==> src/rtl/fetch_defs.v <==
// Shared fetch constants: reset PC default, instruction width, skid FIFO
// depth and the NOP encoding. Included by instruction_fetch_pkg.
`ifndef FETCH_DEFS_V
`define FETCH_DEFS_V

`define FETCH_RESET_PC   32'h0000_0000
`define FETCH_INSTR_W    32
`define FETCH_FIFO_DEPTH 2
`define FETCH_NOP        32'h0000_0013

`endif

==> src/rtl/instruction_fetch_pkg.sv <==
// Types and constants shared by the instruction fetch unit and its skid FIFO.
// Optional feature macro used by the top: IF_MISALIGN_CHECK_EN.
`include "fetch_defs.v"

package instruction_fetch_pkg;

  localparam logic [31:0] IF_RESET_PC   = `FETCH_RESET_PC;
  localparam int          IF_INSTR_W    = `FETCH_INSTR_W;
  localparam int          IF_FIFO_DEPTH = `FETCH_FIFO_DEPTH;
  // Occupancy value at which the skid FIFO is full.
  localparam logic [1:0]  IF_FIFO_FULL  = 2'(IF_FIFO_DEPTH);

  // One fetched word together with the address it came from.
  typedef struct packed {
    logic [31:0]           pc;
    logic [IF_INSTR_W-1:0] instr;
  } fetch_word_t;

  // Round a byte address down to its containing 32-bit word.
  function automatic logic [31:0] align_word(input logic [31:0] addr);
    return addr & ~32'h0000_0003;
  endfunction

endpackage

==> src/rtl/fetch_skid_fifo.sv <==
// Two-entry skid FIFO of {pc, instr} words. Holds ROM responses that arrive
// while decode is stalled. Flush wins over push and pop in the same cycle.
module fetch_skid_fifo
  import instruction_fetch_pkg::*;
(
  input  logic        clk,
  input  logic        rst,
  input  logic        flush,
  input  logic        push,
  input  fetch_word_t push_word,
  input  logic        pop,
  output logic [1:0]  count,
  output fetch_word_t head
);

  fetch_word_t mem [IF_FIFO_DEPTH];
  logic        rd_ptr;
  logic        wr_ptr;
  logic        do_push;
  logic        do_pop;

  // A pop on an empty FIFO is ignored; flush discards everything.
  assign do_pop  = pop && (count != 2'd0) && !flush;
  assign do_push = push && !flush;

  // Pointer and occupancy bookkeeping.
  always_ff @(posedge clk or posedge rst) begin
    if (rst) begin
      rd_ptr <= 1'b0;
      wr_ptr <= 1'b0;
      count  <= 2'd0;
    end else if (flush) begin
      rd_ptr <= 1'b0;
      wr_ptr <= 1'b0;
      count  <= 2'd0;
    end else begin
      rd_ptr <= rd_ptr ^ do_pop;
      wr_ptr <= wr_ptr ^ do_push;
      count  <= count + 2'(do_push) - 2'(do_pop);
    end
  end

  // Storage write; contents need no reset because count gates visibility.
  always_ff @(posedge clk) begin
    if (do_push) begin
      mem[wr_ptr] <= push_word;
    end
  end

  assign head = mem[rd_ptr];

  // The issue rule in the fetch unit guarantees room for every response;
  // a push into a full FIFO without a matching pop means that rule broke.
  overflow_a: assert property (@(posedge clk) disable iff (rst)
    !(do_push && !do_pop && (count == IF_FIFO_FULL)));

endmodule

==> src/rtl/instruction_fetch.sv <==
// Instruction fetch unit: owns the PC, issues one ROM word request per cycle,
// presents words to decode with valid/ready, and restarts on redirect.
// Optional macro IF_MISALIGN_CHECK_EN: misaligned redirects raise a sticky
// fault and halt fetch; without it redirect targets are aligned down.
//
// Handshake: a word moves to decode on any cycle where if_valid and id_ready
// are both high. While if_valid is high and id_ready low, if_pc/if_instr are
// held. A redirect forces if_valid low, so id_ready has no effect that cycle.
module instruction_fetch
  import instruction_fetch_pkg::*;
#(
  parameter logic [31:0] RESET_PC = IF_RESET_PC
) (
  input  logic                  clk,
  input  logic                  rst,
  output logic [31:0]           imem_addr,
  output logic                  imem_en,
  input  logic [IF_INSTR_W-1:0] imem_dout,
  output logic                  if_valid,
  output logic [IF_INSTR_W-1:0] if_instr,
  output logic [31:0]           if_pc,
  input  logic                  id_ready,
  input  logic                  redirect,
  input  logic [31:0]           redirect_pc,
  output logic                  if_fault
);

  logic [31:0] pc_q;
  logic        inflight_q;
  logic [31:0] inflight_pc_q;

  logic [1:0]  fifo_count;
  fetch_word_t fifo_head;
  fetch_word_t resp_word;
  logic        fifo_push;
  logic        fifo_pop;
  logic        transfer;
  logic [2:0]  occ_after;
  logic        issue_ok;
  logic [31:0] redirect_word;
  logic        misaligned;
  logic        halt;

  assign redirect_word = align_word(redirect_pc);

`ifdef IF_MISALIGN_CHECK_EN
  logic fault_q;

  assign misaligned = (redirect_pc[1:0] != 2'b00);
  assign halt       = fault_q;
  assign if_fault   = fault_q;

  // Sticky fault: set by a misaligned redirect, cleared by an aligned one.
  always_ff @(posedge clk or posedge rst) begin
    if (rst) begin
      fault_q <= 1'b0;
    end else if (redirect) begin
      fault_q <= misaligned;
    end
  end
`else
  assign misaligned = 1'b0;
  assign halt       = 1'b0;
  assign if_fault   = 1'b0;
`endif

  // The ROM answers the request issued last cycle; tag it with its address.
  assign resp_word = '{pc: inflight_pc_q, instr: imem_dout};

  // Output select, FIFO control and request issue.
  always_comb begin
    if_valid  = 1'b0;
    if_instr  = '0;
    if_pc     = '0;
    imem_en   = 1'b0;
    imem_addr = pc_q;

    // Oldest word first: buffered words before the one arriving now.
    if (!rst && !redirect) begin
      if (fifo_count != 2'd0) begin
        if_valid = 1'b1;
        if_pc    = fifo_head.pc;
        if_instr = fifo_head.instr;
      end else if (inflight_q) begin
        if_valid = 1'b1;
        if_pc    = resp_word.pc;
        if_instr = resp_word.instr;
      end
    end

    transfer  = if_valid && id_ready;
    fifo_pop  = transfer && (fifo_count != 2'd0);
    // An arriving word is buffered unless it was bypassed straight to decode.
    fifo_push = inflight_q && !redirect && !(transfer && (fifo_count == 2'd0));

    // Words held or in flight after this cycle's pop must leave room for the
    // response to a request made now.
    occ_after = {1'b0, fifo_count} + {2'b00, inflight_q} - {2'b00, fifo_pop};
    issue_ok  = (occ_after < {1'b0, IF_FIFO_FULL});

    if (!rst) begin
      if (redirect) begin
        imem_addr = redirect_word;
        imem_en   = !misaligned;
      end else if (!halt && issue_ok) begin
        imem_en = 1'b1;
      end
    end
  end

  // PC and in-flight tracking; a redirect simply issues from its own target.
  always_ff @(posedge clk or posedge rst) begin
    if (rst) begin
      pc_q          <= RESET_PC;
      inflight_q    <= 1'b0;
      inflight_pc_q <= '0;
    end else if (imem_en) begin
      pc_q          <= imem_addr + 32'd4;
      inflight_q    <= 1'b1;
      inflight_pc_q <= imem_addr;
    end else begin
      inflight_q    <= 1'b0;
    end
  end

  fetch_skid_fifo u_fifo (
    .clk       (clk),
    .rst       (rst),
    .flush     (redirect),
    .push      (fifo_push),
    .push_word (resp_word),
    .pop       (fifo_pop),
    .count     (fifo_count),
    .head      (fifo_head)
  );

endmodule

==> config.mk <==
export PLATFORM = sky130hd
export DESIGN_NAME = instruction_fetch
export DESIGN_NICKNAME = d
export VERILOG_FILES = /design/src/rtl/instruction_fetch_pkg.sv /design/src/rtl/fetch_skid_fifo.sv /design/src/rtl/instruction_fetch.sv
export VERILOG_INCLUDE_DIRS = /design/src /design/src/rtl
export SDC_FILE = /design/constraint.sdc
export NUM_CORES = 1
export LEC_CHECK = 0
export ABC_AREA = 1
export CORE_MARGIN = 10
export CORE_UTILIZATION = 57
export DETAILED_ROUTE_END_ITERATION = 6
export PLACE_DENSITY = 0.88
export SETUP_SLACK_MARGIN = 0.4
export SYNTH_ARGS = -nofsm -noshare
export SYNTH_HDL_FRONTEND = slang
export SYNTH_SLANG_ARGS = --single-unit
export TNS_END_PERCENT = 5
==> constraint.sdc <==
create_clock -name clk -period 8.19 [get_ports clk]
set_clock_uncertainty 0.2 [all_clocks]
set_input_delay 1.638 -clock clk [delete_from_list [all_inputs] [get_ports clk]]
set_output_delay 1.638 -clock clk [all_outputs]
set_load 0.02 [all_outputs]
# Yosys cells after proc, flatten, opt, wreduce, memory -nomap -nowiden
# Memory sizes are Yosys's and may differ from the RTL's.
# Cells that the tools add are included.
[classes] n_addsub=5 magnitude_cmp=1 mux=20 bitwise_logic=2 n_reduce_logical=14
[ops] cell="2-to-1 mux 32 bit" n=8
[ops] cell="adder 32 x 3 -> 32 bit, second input constant" n=1
[ops] cell="2-to-1 mux 1 bit" n=11
[ops] cell="logical AND 1 bit" n=9
[ops] cell="adder 2 x 1 -> 3 bit" n=1
[ops] cell="zero test 1 bit" n=3
[ops] cell="< comparator 3 x 2 -> 1 bit, second input constant" n=1
[ops] cell="subtractor 3 x 1 -> 3 bit" n=1
[ops] cell="adder 2 x 1 -> 2 bit" n=1
[ops] cell="zero test 2 bit" n=1
[ops] cell="2-to-1 mux 2 bit" n=1
[ops] cell="nonzero test 2 bit" n=1
[ops] cell="subtractor 2 x 1 -> 2 bit" n=1
[ops] cell="XOR 1 bit" n=2
[totals] reg_bits=69 mem_bits_rw=128 input_bits=68 mem_count=1
[mem_list] memory="u_fifo.mem" depth=2 width=64 read_ports=1 rd_ports_with_merged_regs=0 wr=1 line_no="fetch_skid_fifo.sv:16" text="fetch_word_t mem [IF_FIFO_DEPTH];"

# Longest topological paths before layout
# Gate-level depths: netlist (run 1).
[depth] depth_word=11 ltp_mapped=20 depth_no_buf=16

# Cells and area by module
# Synthesis (run 1) repeated with hierarchy kept, for this count alone.
[hier_totals] hier_cells=1105 hier_area_um2=9749.4
[by_module_without_submodules] mod="fetch_skid_fifo" instances=1 cells_per_inst=367 area_per_inst_um2=4904.7 seq_area_each_um2=3943.8
[by_module_without_submodules] mod="instruction_fetch" instances=1 cells_per_inst=738 area_per_inst_um2=4844.6 seq_area_each_um2=1576.5

# Worst setup path before layout (run 1)
# No wires, ideal clock.
[synth_path] path_kind="in2out" from="input redirect" to="output imem_en" arrival_ns=4.309 t_required_ns=6.352 path_slack_ns=2.043 cell_stages=16 n_path_buf=5 path_cell_list="buf_6 buf_6 buf_6 nor2_1 inv_1 a21oi_2 nand3_1 inv_1 ha_1 or2_2 fa_1 o21a_1 nand2_1 nand2_1 buf_2 buf_2"
[synth_via] elab_chain_len=10
[synth_lines] item="start, declared" line_no="instruction_fetch.sv:23" text="input logic redirect,"
[synth_lines] item="zero test 1 bit" line_no="instruction_fetch.sv:79" text="if (!rst && !redirect) begin"
[synth_lines] item="logical AND 1 bit" line_no="instruction_fetch.sv:79"
[synth_lines] item="2-to-1 mux 1 bit" line_no="instruction_fetch.sv:79"
[synth_lines] item="via if_valid" line_no="instruction_fetch.sv:19" text="output logic if_valid,"
[synth_lines] item="logical AND 1 bit" line_no="instruction_fetch.sv:91" text="transfer = if_valid && id_ready;"
[synth_lines] item="logical AND 1 bit" line_no="instruction_fetch.sv:92" text="fifo_pop = transfer && (fifo_count != 2'd0);"
[synth_lines] item="subtractor 3 x 1 -> 3 bit" line_no="instruction_fetch.sv:98" text="occ_after = {1'b0, fifo_count} + {2'b00, inflight_q} - {2'b00, fifo_pop};"
[synth_lines] item="< comparator 3 x 2 -> 1 bit" line_no="instruction_fetch.sv:99" text="issue_ok = (occ_after < {1'b0, IF_FIFO_FULL});"
[synth_lines] item="2-to-1 mux 1 bit" line_no="instruction_fetch.sv:105" text="end else if (!halt && issue_ok) begin"
[synth_lines] item="2-to-1 mux 1 bit" line_no="instruction_fetch.sv:102" text="if (redirect) begin"
[synth_lines] item="2-to-1 mux 1 bit" line_no="instruction_fetch.sv:101" text="if (!rst) begin"
[synth_lines] item="end, declared" line_no="instruction_fetch.sv:17" text="output logic imem_en,"
# The timed path passes the listed nets, and every way through them passes these cells.

# Worst setup path in the final report (run 1)
[layout_path] from="input rst" to="output imem_en"
[layout_via] elab_chain_len=10
[layout_lines] item="start, declared" line_no="instruction_fetch.sv:15" text="input logic rst,"
[layout_lines] item="zero test 1 bit (no line)"
[layout_lines] item="logical AND 1 bit" line_no="instruction_fetch.sv:79"
[layout_lines] item="2-to-1 mux 1 bit" line_no="instruction_fetch.sv:79"
[layout_lines] item="logical AND 1 bit" line_no="instruction_fetch.sv:91"
[layout_lines] item="logical AND 1 bit" line_no="instruction_fetch.sv:92"
[layout_lines] item="subtractor 3 x 1 -> 3 bit" line_no="instruction_fetch.sv:98"
[layout_lines] item="< comparator 3 x 2 -> 1 bit" line_no="instruction_fetch.sv:99"
[layout_lines] item="2-to-1 mux 1 bit" line_no="instruction_fetch.sv:105"
[layout_lines] item="2-to-1 mux 1 bit" line_no="instruction_fetch.sv:102"
[layout_lines] item="2-to-1 mux 1 bit (*)" line_no="instruction_fetch.sv:101"
# Mark *: on every way between the ends. The rest lies on a longest branch, timed or not.

==> flow_summary.json, run 1 <==
{
  "floorplan.die.width_um": 149,
  "final.setup.worst_slack_ns": 1.63,
  "routabilityCongestion": 0.911,
  "fillerInstances": 1184,
  "buffer_ports.inserted": 163,
  "die_area_mm2": 0.0222,
  "power.net_switching_uw": 1290,
  "grt_first_pass_wirelength_um": 39000,
  "ratio_of_final_minimum_period_to_clock_period_pct": 80.1,
  "clock_power_share_pct": 22.6,
  "library_cell_used_as_clock_root_buffer": "sky130_fd_sc_hd__clkbuf_16",
  "cp_data_required_time_ns": 6.35,
  "grt_start_max_net_pins": 67,
  "combinationalPowerShare_pct": 34.8,
  "post-synth-top-count-cell": "sky130_fd_sc_hd__nand2_1",
  "synth-main-ff-cell": "sky130_fd_sc_hd__edfxtp_1",
  "dieHeight_um": 149,
  "final_net_count": 1271,
  "int_power_uw": 2190,
  "layout-area-overhead-vs-synth_pct": 23.6,
  "route.detailed.drc": 0,
  "grt_pass1_vias": 7730,
  "clock_latency_ns": 0.43,
  "syn_nets": 1135,
  "area_taken_by_multi_input_logic_gates_mm2": 0.00346,
  "dr_total_vias": 7893,
  "n_antenna_cell": 0,
  "critical_path_peak_fanout": 4,
  "timing.critical_path.to_type": "output pin",
  "period_needed_ns": 6.56,
  "cts_num_sinks": 195,
  "synth_top_area_share_pct": 40.4,
  "place_ws_ns": 1.62,
  "pwr-share-seq_pct": 42.7,
  "slew_violations": 0,
  "floorplan.initialDensity_pct": 57.7,
  "ctsLongestPathBuffers": 2,
  "hold_buffers": 0,
  "postSynthRegisterBits": 195,
  "post_synth_most_frequent_cells": "260 x sky130_fd_sc_hd__nand2_1, 189 x sky130_fd_sc_hd__nor2_1, 128 x sky130_fd_sc_hd__edfxtp_1",
  "synth_area_mm2": 0.00951,
  "syn_inst": 1060,
  "core-area_mm2": 0.0165,
  "synth.lib_cells_used.distinct": 40,
  "num_rows": 47,
  "synth_enable_flop_cells": 128,
  "top_level_ports": 167,
  "asyncSetResetFlopFracSynth_pct": 34.4,
  "report.final.hold_viol_count": 0,
  "finalSetupTns_ns": 0,
  "overflow_after_grt": 0,
  "fraction_of_the_yosys_area_taken_by_sequential_cells_pct": 58.1,
  "ir_drop_mv": 0.163,
  "clock_tree_from_tritoncts": "done",
  "setup_viol_count_final": 0,
  "power-per-cell-area_mw_per_mm2": 296,
  "synth_area_leaders": "sky130_fd_sc_hd__edfxtp_1 40%, sky130_fd_sc_hd__dfrtp_1 18%, sky130_fd_sc_hd__nand2_1 10%",
  "finalCoreUtilization_pct": 71.4,
  "antenna_violating_nets_remaining": 0,
  "post_drt_via_cell_ratio": 5.52,
  "synthDominantAreaCellType": "sky130_fd_sc_hd__edfxtp_1",
  "maxClockFrequency_ghz": 0.152,
  "path_class": "input port to output pin",
  "post_route_cells_drive_above_1_share_pct": 8.68,
  "final-seq-area_mm2": 0.00552,
  "timing.max_slew.rel_slack_pct": 46.3,
  "number_of_buffers_created_by_cts": 17,
  "cts_post_setup_buffers_inserted": 0,
  "max-cap-violations": 0,
  "final_hold_slack_ns": 0.288,
  "cts_max_level": 4,
  "synth_warnings": 0,
  "worst_setup_path_start_kind": "input port",
  "worst_slew_pin_slew_ns": 0.804,
  "routed_wire_length_per_instance_um": 17.1,
  "firstDrtPassIters": 5,
  "clk_pin_slew_worst_paths_ns": 0.07,
  "postSynthAreaPerCell_um2": 8.97,
  "grt_setup_unrepaired": "no",
  "detailedRoute.firstIterationViolations": 564,
  "cts-resized-gates": 0,
  "number_of_antenna_violations_at_the_first_check_in_global_routing": 0,
  "run_status": "completed",
  "switching_share_pct": 37.0,
  "hold_class": "flip-flop to flip-flop",
  "drt_wl_total_um": 24500,
  "leakagePower_uw": 0.00470,
  "detailed_placement_hpwl_um": 15700,
  "grtUsageTotal_pct": 21.7,
  "arrival_ns": 4.72
}
[sequential cells by signal, indices dropped and copies added (netlist names)]
signal,flops
u_fifo.rd_ptr,1
inflight_q,1
u_fifo.count,2
u_fifo.mem,128
inflight_pc_q,30
u_fifo.wr_ptr,1
pc_q,32
[metrics by stage]
step           std cells  instance area (µm²)  total power, µW
2_1_floorplan       1060                 9510             2250
3_3_place_gp        1397                11200             2650
3_5_place_dp        1397                11200             2690
4_1_cts             1429                11800             3490
5_1_grt             1429                11800             3680
6_report            1429                11800             3480
[power by group through the flow]
stage / clock network [µW] / logic [µW] / registers (µW)
6_report: 785 / 1210 / 1480
5_1_grt: 825 / 1350 / 1510
4_1_cts: 794 / 1210 / 1480
3_5_place_dp: 0 / 1200 / 1500
3_3_place_gp: 0 / 1170 / 1480
2_1_floorplan: 0 / 796 / 1450
[per-layer routing]
metal / routed length (µm) / vias to the layer above / GRT usage, %
met2: 11700 / 351 / 35.8
met4: 450 / 0 / 7.90
li1: - / 3790 / -
met1: 10200 / 3723 / 27.3
met3: 2090 / 29 / 5.10
met5: 0 / - / 0
[path summary, 6_finish.rpt]
check / depth (start not counted) / from / to / slack, ns
hold / removal: 2 / pc_q[3] / pc_q[3] / 0.29
setup / recovery: 13 / rst / imem_en / 1.63
setup reg to reg: 16 / u_fifo.count[1] / pc_q[27] / 3.56
min in group asynchronous: 2 / rst / inflight_q / 1.65
max in group asynchronous: 3 / rst / inflight_pc_q[18] / 5.23
hold reg to reg: 2 / pc_q[3] / pc_q[3] / 0.29
[layout make-up]
| type | instances | area share, % |
|---|---|---|
| timing repair buffer | 174 | 14.6 |
| tap | 220 | 2.34 |
| clock buffer | 21 | 4.10 |
| inverter | 58 | 1.87 |
| clock inverter | 11 | 0.671 |
| multi-input combinational | 750 | 29.4 |
| sequential | 195 | 47.0 |
[critical path, cell delays in order]
cell and delay, ns:
sky130_fd_sc_hd__clkdlybuf4s50_1 0.55, sky130_fd_sc_hd__nor2_1 0.19, sky130_fd_sc_hd__inv_2 0.06, sky130_fd_sc_hd__a21oi_2 0.14
sky130_fd_sc_hd__nand3_1 0.10, sky130_fd_sc_hd__inv_1 0.07, sky130_fd_sc_hd__ha_1 0.21, sky130_fd_sc_hd__or2_2 0.31
sky130_fd_sc_hd__fa_1 0.50, sky130_fd_sc_hd__o21a_1 0.11, sky130_fd_sc_hd__nand2_1 0.07, sky130_fd_sc_hd__nand2_1 0.14
sky130_fd_sc_hd__clkdlybuf4s50_1 0.64
[logic make-up (layout without fill, tap and decap cells)]
logic type / Yosys count / in the layout / share of synthesized area [%]
other: 1 / 1 / 0.0394
AND/OR/NAND/NOR: 577 / 577 / 26.0
buffers and inverters: 115 / 264 / 5.76
XOR/XNOR: 4 / 4 / 0.369
flip-flops: 195 / 195 / 58.1
AO/OA/AOI/OAI: 161 / 161 / 8.81
adder cells (fa/ha/maj): 7 / 7 / 1.00
[placed cells by master, fill, tap and decap left out, types with 13 or more instances in the layout]
cell / n
sky130_fd_sc_hd__nand4_1: 13
sky130_fd_sc_hd__edfxtp_1: 128
sky130_fd_sc_hd__a21oi_1: 69
sky130_fd_sc_hd__nand3_1: 62
sky130_fd_sc_hd__dfrtp_1: 66
sky130_fd_sc_hd__o21ai_0: 76
sky130_fd_sc_hd__nand2_2: 29
sky130_fd_sc_hd__nor2_1: 187
sky130_fd_sc_hd__nand2_1: 260
sky130_fd_sc_hd__clkdlybuf4s50_1: 163
sky130_fd_sc_hd__clkbuf_16: 18
sky130_fd_sc_hd__inv_1: 49
(Power assumes the default switching activity.)
==> run 2, diff against run 1 <==
- CORE_UTILIZATION: 57 -> 48
- PLACE_DENSITY: 0.88 -> 0.8
- clock period: 8.19 -> 6 ns (I/O delays scaled with it)
==> flow_summary.json, run 2 (synthesis results as in run 1) <==
{
  "area_taken_by_multi_input_logic_gates_mm2": 0.00347,
  "worst_path_dominant_cell_family": "buffers and inverters",
  "antenna_violating_nets_remaining": 0,
  "placed_cells_incl_taps": 1447,
  "crit_path_max_incr_delay_ns": 0.49,
  "instances_no_fill": 1479,
  "detailed_placement_hpwl_um": 16100,
  "clk_pin_slew_worst_paths_ns": 0.07,
  "post_route_cells_drive_above_1_share_pct": 9.23,
  "worst_slew_pin_slew_ns": 1.06,
  "grt_first_pass_wirelength_um": 40500,
  "critical_path.n_buffers_inverters": 4,
  "period_needed_ns": 5.34,
  "layout_common_cells": "260 x sky130_fd_sc_hd__nand2_1, 187 x sky130_fd_sc_hd__nor2_1, 162 x sky130_fd_sc_hd__clkdlybuf4s50_1",
  "largest-register": "u_fifo.mem",
  "slew_violations": 0,
  "firstDrtPassIters": 5,
  "final-seq-area_mm2": 0.00552,
  "maxClockFrequency_ghz": 0.187,
  "setup_viol_count_final": 0,
  "cts_max_level": 4,
  "routed_wire_length_per_instance_um": 16.9,
  "num_rows": 51,
  "core-area_mm2": 0.0195,
  "number_of_buffers_created_by_cts": 17,
  "cts_num_sinks": 195,
  "ir_drop_mv": 0.207,
  "cts_post_setup_buffers_inserted": 0,
  "route.detailed.drc": 0,
  "drt_wl_total_um": 25100,
  "critical_path_peak_fanout": 3,
  "floorplan.initialDensity_pct": 48.8,
  "report.final.hold_viol_count": 0,
  "cp_slowest_cell": "sky130_fd_sc_hd__fa_1",
  "ctsLongestPathBuffers": 2,
  "timing.max_slew.rel_slack_pct": 29.1,
  "post_drt_via_cell_ratio": 5.31,
  "crit_chain": "clkdlybuf4s50_1 > nor2_1 > inv_2 > a21oi_2 > nand3_1 > inv_1 > ha_1 > or2_2 > fa_1 > o21a_1 > nand2_1 > nand2_1 > dlygate4sd2_1",
  "power-per-cell-area_mw_per_mm2": 409,
  "grtUsageTotal_pct": 19.2,
  "grt_pass1_vias": 7830,
  "clock_tree_from_tritoncts": "done",
  "final_hold_slack_ns": 0.291,
  "final_net_count": 1276,
  "total_power_uw": 4870,
  "worst-r2r-cell-count": 16,
  "floorplan.die.width_um": 161,
  "routabilityCongestion": 0.857,
  "cp_data_required_time_ns": 4.60,
  "buffer_ports.inserted": 163,
  "clock_latency_ns": 0.43,
  "detailedRoute.firstIterationViolations": 579,
  "arrival_ns": 3.94,
  "layout-area-overhead-vs-synth_pct": 25.3,
  "path_class": "input port to output pin",
  "dieHeight_um": 161,
  "grt_setup_unrepaired": "no",
  "mostFrequentLayoutCell": "sky130_fd_sc_hd__nand2_1",
  "run_status": "completed",
  "fillerInstances": 1644,
  "dr_total_vias": 7853,
  "timing.critical_path.to_type": "output pin",
  "library_cell_used_as_clock_root_buffer": "sky130_fd_sc_hd__clkbuf_16",
  "final.setup.worst_slack_ns": 0.657,
  "ratio_of_final_minimum_period_to_clock_period_pct": 89.0,
  "max-cap-violations": 0,
  "grt_start_max_net_pins": 67,
  "top_level_ports": 167,
  "critical_path_cell_count": 13,
  "number_of_antenna_violations_at_the_first_check_in_global_routing": 0,
  "worst_setup_path_start_kind": "input port",
  "overflow_after_grt": 0,
  "finalSetupTns_ns": 0,
  "leakagePower_uw": 0.00476,
  "hold_class": "flip-flop to flip-flop",
  "n_antenna_cell": 0,
  "place_ws_ns": 0.373,
  "holdPathStages": 2,
  "largest_register_ffs": 128,
  "reg.largest.list": "u_fifo.mem (128), pc_q (32), inflight_pc_q (30)",
  "timing.critical_path.mode_cell": "sky130_fd_sc_hd__nand2_1",
  "die_area_mm2": 0.0258
}
==> run 2: cell types whose count changed in the layout (fill, tap and decap cells not counted), sizes merged <==
cell	previous run	this run
inv	58	63
clkinvlp	3	1
dlygate4sd2	0	1
clkbuf	21	24
buf	11	16
bufinv	0	1
clkinv	8	1
clkdlybuf4s50	163	162
==> run 2: where the power goes <==
part	leakage, µW	internal (µW)	switching [µW]
Clock	0.000304	675	498
Combinational	0.00243	598	1060
Sequential	0.00203	1830	209
==> run 2: metrics by stage <==
step	cell area (µm²)	util, %
3_5_place_dp	11300	58.0
3_3_place_gp	11300	58.0
4_1_cts	11900	61.2
6_report	11900	61.2
5_1_grt	11900	61.2
2_1_floorplan	9510	-
==> run 2: layout make-up <==
type | instances | area share, %
multi-input combinational | 750 | 29.1
timing repair buffer | 179 | 14.7
inverter | 58 | 1.85
tap | 265 | 2.78
clock inverter | 8 | 0.683
clock buffer | 24 | 4.50
sequential | 195 | 46.4
==> run 2: routing by layer <==
metal  GRT usage (%)  wire (µm)  up-vias  share of wire, %
met5               0          0        -                 0
met4            6.33        484        0               1.9
met3            5.04       1800       36               7.2
met2            31.9      12000      287                48
met1            24.0      10800     3738                43
li1                -          -     3792                 -
==> run 2: timing repair <==
| action | CTS | global route |
|---|---|---|
| resized for setup | 1 | 0 |
| hold buffers | 0 | 0 |
| setup endpoints to repair | 1 | 0 |
==> run 2: path summary, 6_finish.rpt <==
kind	from	to	slack (ns)
max	redirect	imem_en	0.66
min	pc_q[4]	pc_q[4]	0.29
max reg2reg	u_fifo.count[1]	pc_q[6]	1.42
min reg2reg	pc_q[4]	pc_q[4]	0.29
max in group asynchronous	rst	pc_q[0]	3.77
min in group asynchronous	rst	inflight_pc_q[10]	1.06
==> run 2: worst reg2reg max path: stages, from the launching register on <==
cell	delay (ns)
sky130_fd_sc_hd__dfrtp_1	0.48
sky130_fd_sc_hd__nor2_4	0.15
sky130_fd_sc_hd__buf_4	0.41
sky130_fd_sc_hd__inv_1	0.16
sky130_fd_sc_hd__nand3_1	0.14
sky130_fd_sc_hd__inv_1	0.05
sky130_fd_sc_hd__ha_1	0.25
sky130_fd_sc_hd__or2_2	0.30
sky130_fd_sc_hd__fa_1	0.49
sky130_fd_sc_hd__o21a_1	0.11
sky130_fd_sc_hd__nand2_1	0.08
sky130_fd_sc_hd__nand2_1	0.13
sky130_fd_sc_hd__buf_4	0.50
sky130_fd_sc_hd__inv_2	0.43
sky130_fd_sc_hd__buf_4	0.34
sky130_fd_sc_hd__a21oi_1	0.15
sky130_fd_sc_hd__o21ai_0	0.09
==> run 3, diff against run 2 <==
- SKIP_CTS_REPAIR_TIMING: unset -> 1
==> flow_summary.json, run 3 (synthesis results as in run 1) <==
{
  "total_power_uw": 4870,
  "holdPathStages": 2,
  "post_route_cells_drive_above_1_share_pct": 9.23,
  "critical_path_peak_fanout": 3,
  "period_needed_ns": 5.24,
  "grt_pass1_vias": 7830,
  "number_of_antenna_violations_at_the_first_check_in_global_routing": 0,
  "clock_tree_from_tritoncts": "done",
  "ctsLongestPathBuffers": 2,
  "ir_drop_mv": 0.207,
  "grt_start_max_net_pins": 67,
  "rr_endpoint": "pc_q[6]",
  "timing.max_slew.rel_slack_pct": 29.1,
  "max-cap-violations": 0,
  "clk_pin_slew_worst_paths_ns": 0.07,
  "timing.critical_path.mode_cell": "sky130_fd_sc_hd__nand2_1",
  "combinationalPowerShare_pct": 34.1,
  "grt_first_pass_wirelength_um": 40500,
  "final-seq-area_mm2": 0.00552,
  "largest_register_ffs": 128,
  "maxClockFrequency_ghz": 0.191,
  "crit_path_max_incr_delay_ns": 0.49,
  "hold_class": "flip-flop to flip-flop",
  "finalSetupTns_ns": 0,
  "hp_start": "pc_q[4]",
  "arrival_ns": 3.84,
  "floorplan.initialDensity_pct": 48.8,
  "clock_latency_ns": 0.43,
  "routed_wire_length_per_instance_um": 16.9,
  "layout_common_cells": "260 x sky130_fd_sc_hd__nand2_1, 187 x sky130_fd_sc_hd__nor2_1, 162 x sky130_fd_sc_hd__clkdlybuf4s50_1",
  "grt_setup_unrepaired": "no",
  "cp_data_required_time_ns": 4.60,
  "routabilityCongestion": 0.857,
  "crit_chain": "clkdlybuf4s50_1 > nor2_1 > inv_2 > a21oi_2 > nand3_1 > inv_1 > ha_1 > or2_2 > fa_1 > o21a_1 > nand2_1 > nand2_1 > dlymetal6s2s_1",
  "drt_wl_total_um": 25100,
  "die_area_mm2": 0.0258,
  "timing.rr.start": "u_fifo.count[1]",
  "route.detailed.drc": 0,
  "cts_num_sinks": 195,
  "n_antenna_cell": 0,
  "mostFrequentLayoutCell": "sky130_fd_sc_hd__nand2_1",
  "antenna_violating_nets_remaining": 0,
  "detailed_place.area_mm2": 0.0113,
  "worst_path_dominant_cell_family": "simple AND/OR/NAND/NOR gates",
  "pwr-share-seq_pct": 41.8,
  "place_ws_ns": 0.373,
  "worst_setup_path_start_kind": "input port",
  "final_hold_slack_ns": 0.289,
  "dr_total_vias": 7866,
  "path_class": "input port to output pin",
  "timing.critical_path.to_type": "output pin",
  "run_status": "completed",
  "int_power_uw": 3100,
  "number_of_buffers_created_by_cts": 17,
  "core-area_mm2": 0.0195,
  "setup_viol_count_final": 0,
  "dieHeight_um": 161,
  "switching_share_pct": 36.3,
  "report.final.hold_viol_count": 0,
  "final_net_count": 1276,
  "num_rows": 51,
  "min_delay_worst_endpoint": "pc_q[4]",
  "library_cell_used_as_clock_root_buffer": "sky130_fd_sc_hd__clkbuf_16",
  "detailedRoute.firstIterationViolations": 579,
  "ff2ff_setup_slack_ns": 1.42,
  "power.net_switching_uw": 1770,
  "reg.largest.list": "u_fifo.mem (128), pc_q (32), inflight_pc_q (30)",
  "worst_slew_pin_slew_ns": 1.06,
  "floorplan.die.width_um": 161,
  "cts_max_level": 4,
  "critical_path.n_buffers_inverters": 4,
  "clock_power_share_pct": 24.1,
  "fin_area_mm2": 0.0119,
  "overflow_after_grt": 0,
  "detailed_placement_hpwl_um": 16100,
  "fillerInstances": 1642,
  "leakagePower_uw": 0.00477,
  "layout-area-overhead-vs-synth_pct": 25.3,
  "final.setup.worst_slack_ns": 0.761,
  "power-per-cell-area_mw_per_mm2": 409,
  "area_taken_by_multi_input_logic_gates_mm2": 0.00347,
  "largest-register": "u_fifo.mem",
  "firstDrtPassIters": 6,
  "cp_slowest_cell": "sky130_fd_sc_hd__fa_1",
  "post_drt_via_cell_ratio": 5.32,
  "ratio_of_final_minimum_period_to_clock_period_pct": 87.3,
  "slew_violations": 0,
  "buffer_ports.inserted": 163,
  "top_level_ports": 167,
  "grtUsageTotal_pct": 19.2,
  "worst-r2r-cell-count": 16
}
-- run 3: per-layer routing --
metal	share of wire [%]	up-vias	track usage, %
met5	0	-	0
met4	2.0	0	6.33
met3	7.2	41	5.04
met2	48	290	31.9
met1	43	3743	24.0
li1	-	3792	-
-- run 3: worst max path at each step --
stage                  start       to  cells past startpoint
floorplan           redirect  imem_en                     16
global placement    redirect  imem_en                     13
detailed placement  redirect  imem_en                     13
CTS                 redirect  imem_en                     13
global route        redirect  imem_en                     13
finish              redirect  imem_en                     13
-- run 3: power by group through the flow --
stage | clock (µW) | combinational [µW] | sequential (µW)
floorplan | 0 | 1090 | 1990
global placement | 0 | 1620 | 2030
detailed placement | 0 | 1650 | 2050
CTS | 1190 | 1670 | 2030
global route | 1250 | 1850 | 2070
finish | 1170 | 1660 | 2030
-- run 3: area by class of cell --
type                    instances  area share [%]
flip-flops and latches        195            46.4
multi-input cells             750            29.1
repair buffers                179            14.7
clock buffers                  24            4.50
well taps                     265            2.78
inverters                      58            1.85
clock inverters                 8           0.683
-- run 3: stage by stage --
step / cells / utilization (%)
after global placement: 1447 / 58.0
after detailed placement: 1447 / 58.0
after global routing: 1479 / 61.2
after CTS: 1479 / 61.2
final: 1479 / 61.2
after floorplan: 1060 / -
-- run 3: worst min-delay path, stage by stage (launching register included) --
cell and delay (ns):
sky130_fd_sc_hd__dfrtp_1 0.35, sky130_fd_sc_hd__nand2_1 0.05, sky130_fd_sc_hd__o21ai_0 0.06
